File: config.mk
export PLATFORM = sky130hd
export DESIGN_NAME = ssd1306_frame_streamer
export DESIGN_NICKNAME = d
export VERILOG_FILES = /design/src/rtl/ssd1306_frame_streamer.sv
export SDC_FILE = /design/constraint.sdc
export NUM_CORES = 1
export LEC_CHECK = 0
export ABC_AREA = 1
export ABC_CLOCK_PERIOD_IN_PS = 2150
export CORE_ASPECT_RATIO = 0.7
export CORE_MARGIN = 5
export CORE_UTILIZATION = 53
export DETAILED_ROUTE_END_ITERATION = 7
export HOLD_SLACK_MARGIN = 0.1
export MAX_ROUTING_LAYER = met4
export PLACE_DENSITY = 0.78
export RECOVER_POWER = 50
export SLEW_MARGIN = 15
export SYNTH_ARGS = -nofsm -noshare
export SYNTH_HDL_FRONTEND = slang
export SYNTH_SLANG_ARGS = --single-unit
File: constraint.sdc
create_clock -name clk_in -period 2.15 [get_ports clk_in]
set_input_delay 0.215 -clock clk_in [delete_from_list [all_inputs] [get_ports clk_in]]
set_output_delay 0.215 -clock clk_in [all_outputs]
set_load 0.02 [all_outputs]
File: src/rtl/ssd1306_frame_streamer.sv
// Streams one framebuffer to the SSD1306: an address-window command
// group followed by page-major pixel bytes, over the spi driver handshake.
module ssd1306_frame_streamer #(
  parameter int COLUMNS   = 128,
  parameter int PAGES     = 4,
  parameter int FB_ADDR_W = 9
) (
  input  logic                 clk_in,
  input  logic                 resetn_in,
  input  logic                 init_done,
  input  logic                 start,
  output logic                 busy,
  output logic                 frame_done,
  output logic [FB_ADDR_W-1:0] fb_addr,
  input  logic [7:0]           fb_data,
  output logic                 command_start,
  output logic [7:0]           command_out,
  output logic                 command_last_byte,
  input  logic                 command_ready,
  output logic                 oled_dc
);

  localparam int TOTAL = COLUMNS * PAGES;
  localparam int DW    = (TOTAL > 1) ? $clog2(TOTAL) : 1;
  localparam logic [DW-1:0] LAST_IDX = DW'(TOTAL - 1);

  typedef enum logic [2:0] {
    IDLE,
    CMD_SEND,
    CMD_WAIT,
    FETCH,
    LOAD,
    DATA_SEND,
    DATA_WAIT,
    DONE
  } state_t;

  state_t                 state_q, state_d;
  logic                   busy_q, busy_d;
  logic                   done_q, done_d;
  logic                   cs_q, cs_d;
  logic [7:0]             out_q, out_d;
  logic                   last_q, last_d;
  logic                   dc_q, dc_d;
  logic [FB_ADDR_W-1:0]   addr_q, addr_d;
  logic [2:0]             cmd_idx_q, cmd_idx_d;
  logic [DW-1:0]          data_idx_q, data_idx_d;
  logic [7:0]             pix_q, pix_d;
  logic                   guard_q, guard_d;
  logic [7:0]             cmd_byte;
  logic [DW-1:0]          data_idx_inc;

  assign busy              = busy_q;
  assign frame_done        = done_q;
  assign command_start     = cs_q;
  assign command_out       = out_q;
  assign command_last_byte = last_q;
  assign oled_dc           = dc_q;
  assign fb_addr           = addr_q;
  assign data_idx_inc      = data_idx_q + 1'b1;

  always_comb begin
    case (cmd_idx_q)
      3'd0:    cmd_byte = 8'h21;
      3'd1:    cmd_byte = 8'h00;
      3'd2:    cmd_byte = 8'(COLUMNS - 1);
      3'd3:    cmd_byte = 8'h22;
      3'd4:    cmd_byte = 8'h00;
      default: cmd_byte = 8'(PAGES - 1);
    endcase
  end

  always_comb begin
    state_d    = state_q;
    busy_d     = busy_q;
    done_d     = 1'b0;
    cs_d       = 1'b0;
    out_d      = out_q;
    last_d     = last_q;
    dc_d       = dc_q;
    addr_d     = addr_q;
    cmd_idx_d  = cmd_idx_q;
    data_idx_d = data_idx_q;
    pix_d      = pix_q;
    guard_d    = guard_q;
    // Losing init_done abandons the frame; byte outputs keep their value.
    if (state_q != IDLE && !init_done) begin
      state_d = IDLE;
      busy_d  = 1'b0;
    end else begin
      case (state_q)
        IDLE: begin
          if (start && init_done) begin
            state_d    = CMD_SEND;
            busy_d     = 1'b1;
            cmd_idx_d  = 3'd0;
            data_idx_d = '0;
          end
        end
        CMD_SEND: begin
          if (command_ready) begin
            cs_d    = 1'b1;
            out_d   = cmd_byte;
            last_d  = (cmd_idx_q == 3'd5);
            dc_d    = 1'b0;
            guard_d = 1'b1;
            state_d = CMD_WAIT;
          end
        end
        CMD_WAIT: begin
          if (guard_q) begin
            guard_d = 1'b0;
          end else if (command_ready) begin
            if (cmd_idx_q == 3'd5) begin
              state_d    = FETCH;
              data_idx_d = '0;
              addr_d     = '0;
            end else begin
              cmd_idx_d = cmd_idx_q + 3'd1;
              state_d   = CMD_SEND;
            end
          end
        end
        FETCH: state_d = LOAD;
        LOAD: begin
          pix_d   = fb_data;
          state_d = DATA_SEND;
        end
        DATA_SEND: begin
          if (command_ready) begin
            cs_d    = 1'b1;
            out_d   = pix_q;
            last_d  = (data_idx_q == LAST_IDX);
            dc_d    = 1'b1;
            guard_d = 1'b1;
            state_d = DATA_WAIT;
          end
        end
        DATA_WAIT: begin
          if (guard_q) begin
            guard_d = 1'b0;
          end else if (command_ready) begin
            if (data_idx_q == LAST_IDX) begin
              state_d = DONE;
              done_d  = 1'b1;
            end else begin
              data_idx_d = data_idx_inc;
              addr_d     = FB_ADDR_W'(data_idx_inc);
              state_d    = FETCH;
            end
          end
        end
        DONE: begin
          busy_d  = 1'b0;
          state_d = IDLE;
        end
        default: begin
          state_d = IDLE;
          busy_d  = 1'b0;
        end
      endcase
    end
  end

  always_ff @(posedge clk_in) begin
    if (!resetn_in) begin
      state_q    <= IDLE;
      busy_q     <= 1'b0;
      done_q     <= 1'b0;
      cs_q       <= 1'b0;
      out_q      <= 8'h00;
      last_q     <= 1'b0;
      dc_q       <= 1'b0;
      addr_q     <= '0;
      cmd_idx_q  <= 3'd0;
      data_idx_q <= '0;
      pix_q      <= 8'h00;
      guard_q    <= 1'b0;
    end else begin
      state_q    <= state_d;
      busy_q     <= busy_d;
      done_q     <= done_d;
      cs_q       <= cs_d;
      out_q      <= out_d;
      last_q     <= last_d;
      dc_q       <= dc_d;
      addr_q     <= addr_d;
      cmd_idx_q  <= cmd_idx_d;
      data_idx_q <= data_idx_d;
      pix_q      <= pix_d;
      guard_q    <= guard_d;
    end
  end

endmodule

==> results.cfg <==
[cells_and_area]
fin_cells = 426
drive_gt1_share_pct = 9.16
num_antenna_cells = 0
final_area_um2 = 2830
layout.nets = 390
area_delta_synth_final_pct = 22.1

[placed_design]
dpl.cell_count = 417
placed_cell_area_um2 = 2700
dpl.hpwl_um = 3720
globalplace.congestion = 0.975
port_buffers = 34

[yosys]
synth_most_common_cell = nand2_1
ys_ff_latch = 46
syn_area_um2 = 2320
synth_edf_count = 0
ys.flop_type = dfxtp_1
synthArstFlopShare_pct = 0
synth_top_area_cell = dfxtp_1
seq_area_frac_synth_pct = 39.7
ys_types = 32
netlist_top_cells_count = nand2_1 (77), nor2_1 (55), dfxtp_1 (46)
synth_area_leaders = dfxtp_1 (40%), nand2_1 (12%), nor2_1 (8.9%)
synth_cells = 336
yosysWarnings = 0
synth_top_area_share_pct = 39.7
syn_nets = 356
synth_area_per_cell_um2 = 6.90

[critical_path]
worstSetupPathType = reg2reg
critPathMaxFanout = 9
worstSetupEndpointType = flop
cp.arrival_ns = 2.21
critPathRequiredTime_ns = 2.35
cp-start-kind = flop
reg2reg_slack_ns = 0.14

[route]
vias = 2221
drt_iter0_markers = 182
avgViaCountPerCell = 5.21
totalWireLength_um = 5270
dr_wl_met3_um = 428
top_layer = met4
drc = 0
route.met2.wl_um = 2000
ant_nets = 0
wirelength_met1_um = 2770
wl_per_cell_um = 12.4
dr.pass1.iters = 4

[timing]
setup_viol = 0
min_period_ns = 2.01
maxSlewHeadroom_pct = 69.7
max_freq_mhz = 498
fin_worst_skew_ns = 0.0112
tightestPinTransition_ns = 0.453
worst_hold_slack_ns = 0.448
hold_violations = 0
setup_tns_ns = 0
finalCritPeriodShare_pct = 93.5
drv_slew = 0

[die]
floorplan.rows = 20
pin_count = 35
initial_core_util_pct = 54.2
coreArea_um2 = 4280
die_x_um = 89.0
fp.dieH_um = 65.3
die_area_um2 = 5820

[clock_tree]
cts_buffers = 5
cts-root-buf = clkbuf_8
cts_max_path_buffers = 2
cts_tree = built
clk_pin_slew_ns = 0.09
postCtsSetupBuffers = 0
clk_latency_ns = 0.31
clkSinkCount = 46
htreeDepth = 2

[global_routing]
antenna_found_initial = 0
grt_max_degree = 29
grt_pass1_vias = 1941
grt_remaining_overflow = 0
grt_pass1_wl_um = 8740
grtUsageTotal_pct = 19.7

[outcome]
status = complete, no violations

[flow_run]
maxCapViolCount = 0

[pwr]
ir_worst_vdd_mv = 0.593
powerDensity_nw_per_um2 = 1160
p_leak_nw = 1.23

[hold_path]
hold_class = reg2reg
-- cells in the final DEF, fill, tap and decap left out, types with 2 or more instances in the layout --
| cell | instances |
|---|---|
| a21oi_1 | 24 |
| and2_1 | 2 |
| buf_4 | 2 |
| clkbuf_8 | 5 |
| clkdlybuf4s50_1 | 12 |
| dfxtp_1 | 44 |
| dfxtp_2 | 2 |
| dlygate4sd3_1 | 22 |
| ha_1 | 5 |
| ha_2 | 2 |
| inv_1 | 26 |
| inv_2 | 4 |
| nand2_1 | 77 |
| nand2_2 | 5 |
| nand3_1 | 24 |
| nand3b_1 | 2 |
| nand4_1 | 3 |
| nor2_1 | 54 |
| nor2_2 | 3 |
| nor2_4 | 4 |
| nor3_1 | 4 |
| o211ai_1 | 2 |
| o21ai_0 | 18 |
| o21ai_1 | 11 |
| o21bai_1 | 2 |
-- area by class of cell --
cell class	count	area, um^2
fill	384	1450
timing repair buffer	37	375
clock inverter	3	43.8
multi-input combinational	250	1240
clock buffer	5	68.8
sequential	46	923
inverter	30	113
tap	55	68.8
-- routing by layer --
metal	vias up	GRT usage, %
li1	1153	-
met1	983	28.8
met2	76	26.2
met3	9	4.89
met4	0	6.69
met5	-	-
-- critical path: stages, from the launching register on --
cell,delay (ns)
dfxtp_2,0.37
ha_2,0.19
nand2_1,0.08
nor2_2,0.16
nand3_1,0.10
nor2_1,0.11
ha_2,0.22
inv_1,0.06
nand2_1,0.06
nand3_1,0.10
nand2_2,0.15
nor2_4,0.09
nand2_1,0.08
nand2_1,0.05
nand2_1,0.05
nor2_1,0.04
-- kinds of logic after synthesis --
group | Yosys count | share of synthesized area, %
AO/OA/AOI/OAI | 62 | 14.8
XOR/XNOR | 1 | 0.378
adder cells (fa/ha/maj) | 7 | 3.78
buffers and inverters | 41 | 7.72
flip-flops | 46 | 39.7
AND/OR/NAND/NOR | 179 | 33.5
-- where the power goes --
part	leakage, nW	total (W)	switching, W	internal [W]
clock network	0.0585	0.000652	0.000303	0.000348
registers	0.375	0.00122	0.000177	0.00105
logic	0.799	0.00140	0.000894	0.000508
-- through the flow --
step / util, % / power [W] / setup WS (ns)
floorplan: - / 0.00229 / 0.288
global placement: 63.0 / 0.00258 / 0.0471
detailed placement: 63.0 / 0.00259 / -0.0302
CTS: 65.7 / 0.00325 / 0.0547
global route: 66.1 / 0.00354 / -0.00755
finish: 66.1 / 0.00328 / 0.140
-- state kept, by name, indices dropped and copies added (netlist names), 3 cells and up --
register,flops
cmd_idx_q,3
data_idx_q,9
fb_addr,9
command_out,8
pix_q,8
state_q,3
-- path summary, 6_finish.rpt --
kind | startpoint | endpoint | depth (start not counted)
worst max-delay path | data_idx_q[0] | data_idx_q[7] | 15
worst min-delay path | fb_addr[3] | fb_addr[3] | 2
worst max register to register | data_idx_q[0] | data_idx_q[7] | 15
worst min register to register | fb_addr[3] | fb_addr[3] | 2
-- what timing repair did --
item,4_1_cts,5_1_grt
setup endpoints to repair,5,18
gates cloned,0,1
pin swaps,0,2
gates resized for setup,1,7
hold buffers,0,0
Note: power is estimated with default switching activity, not from simulation.
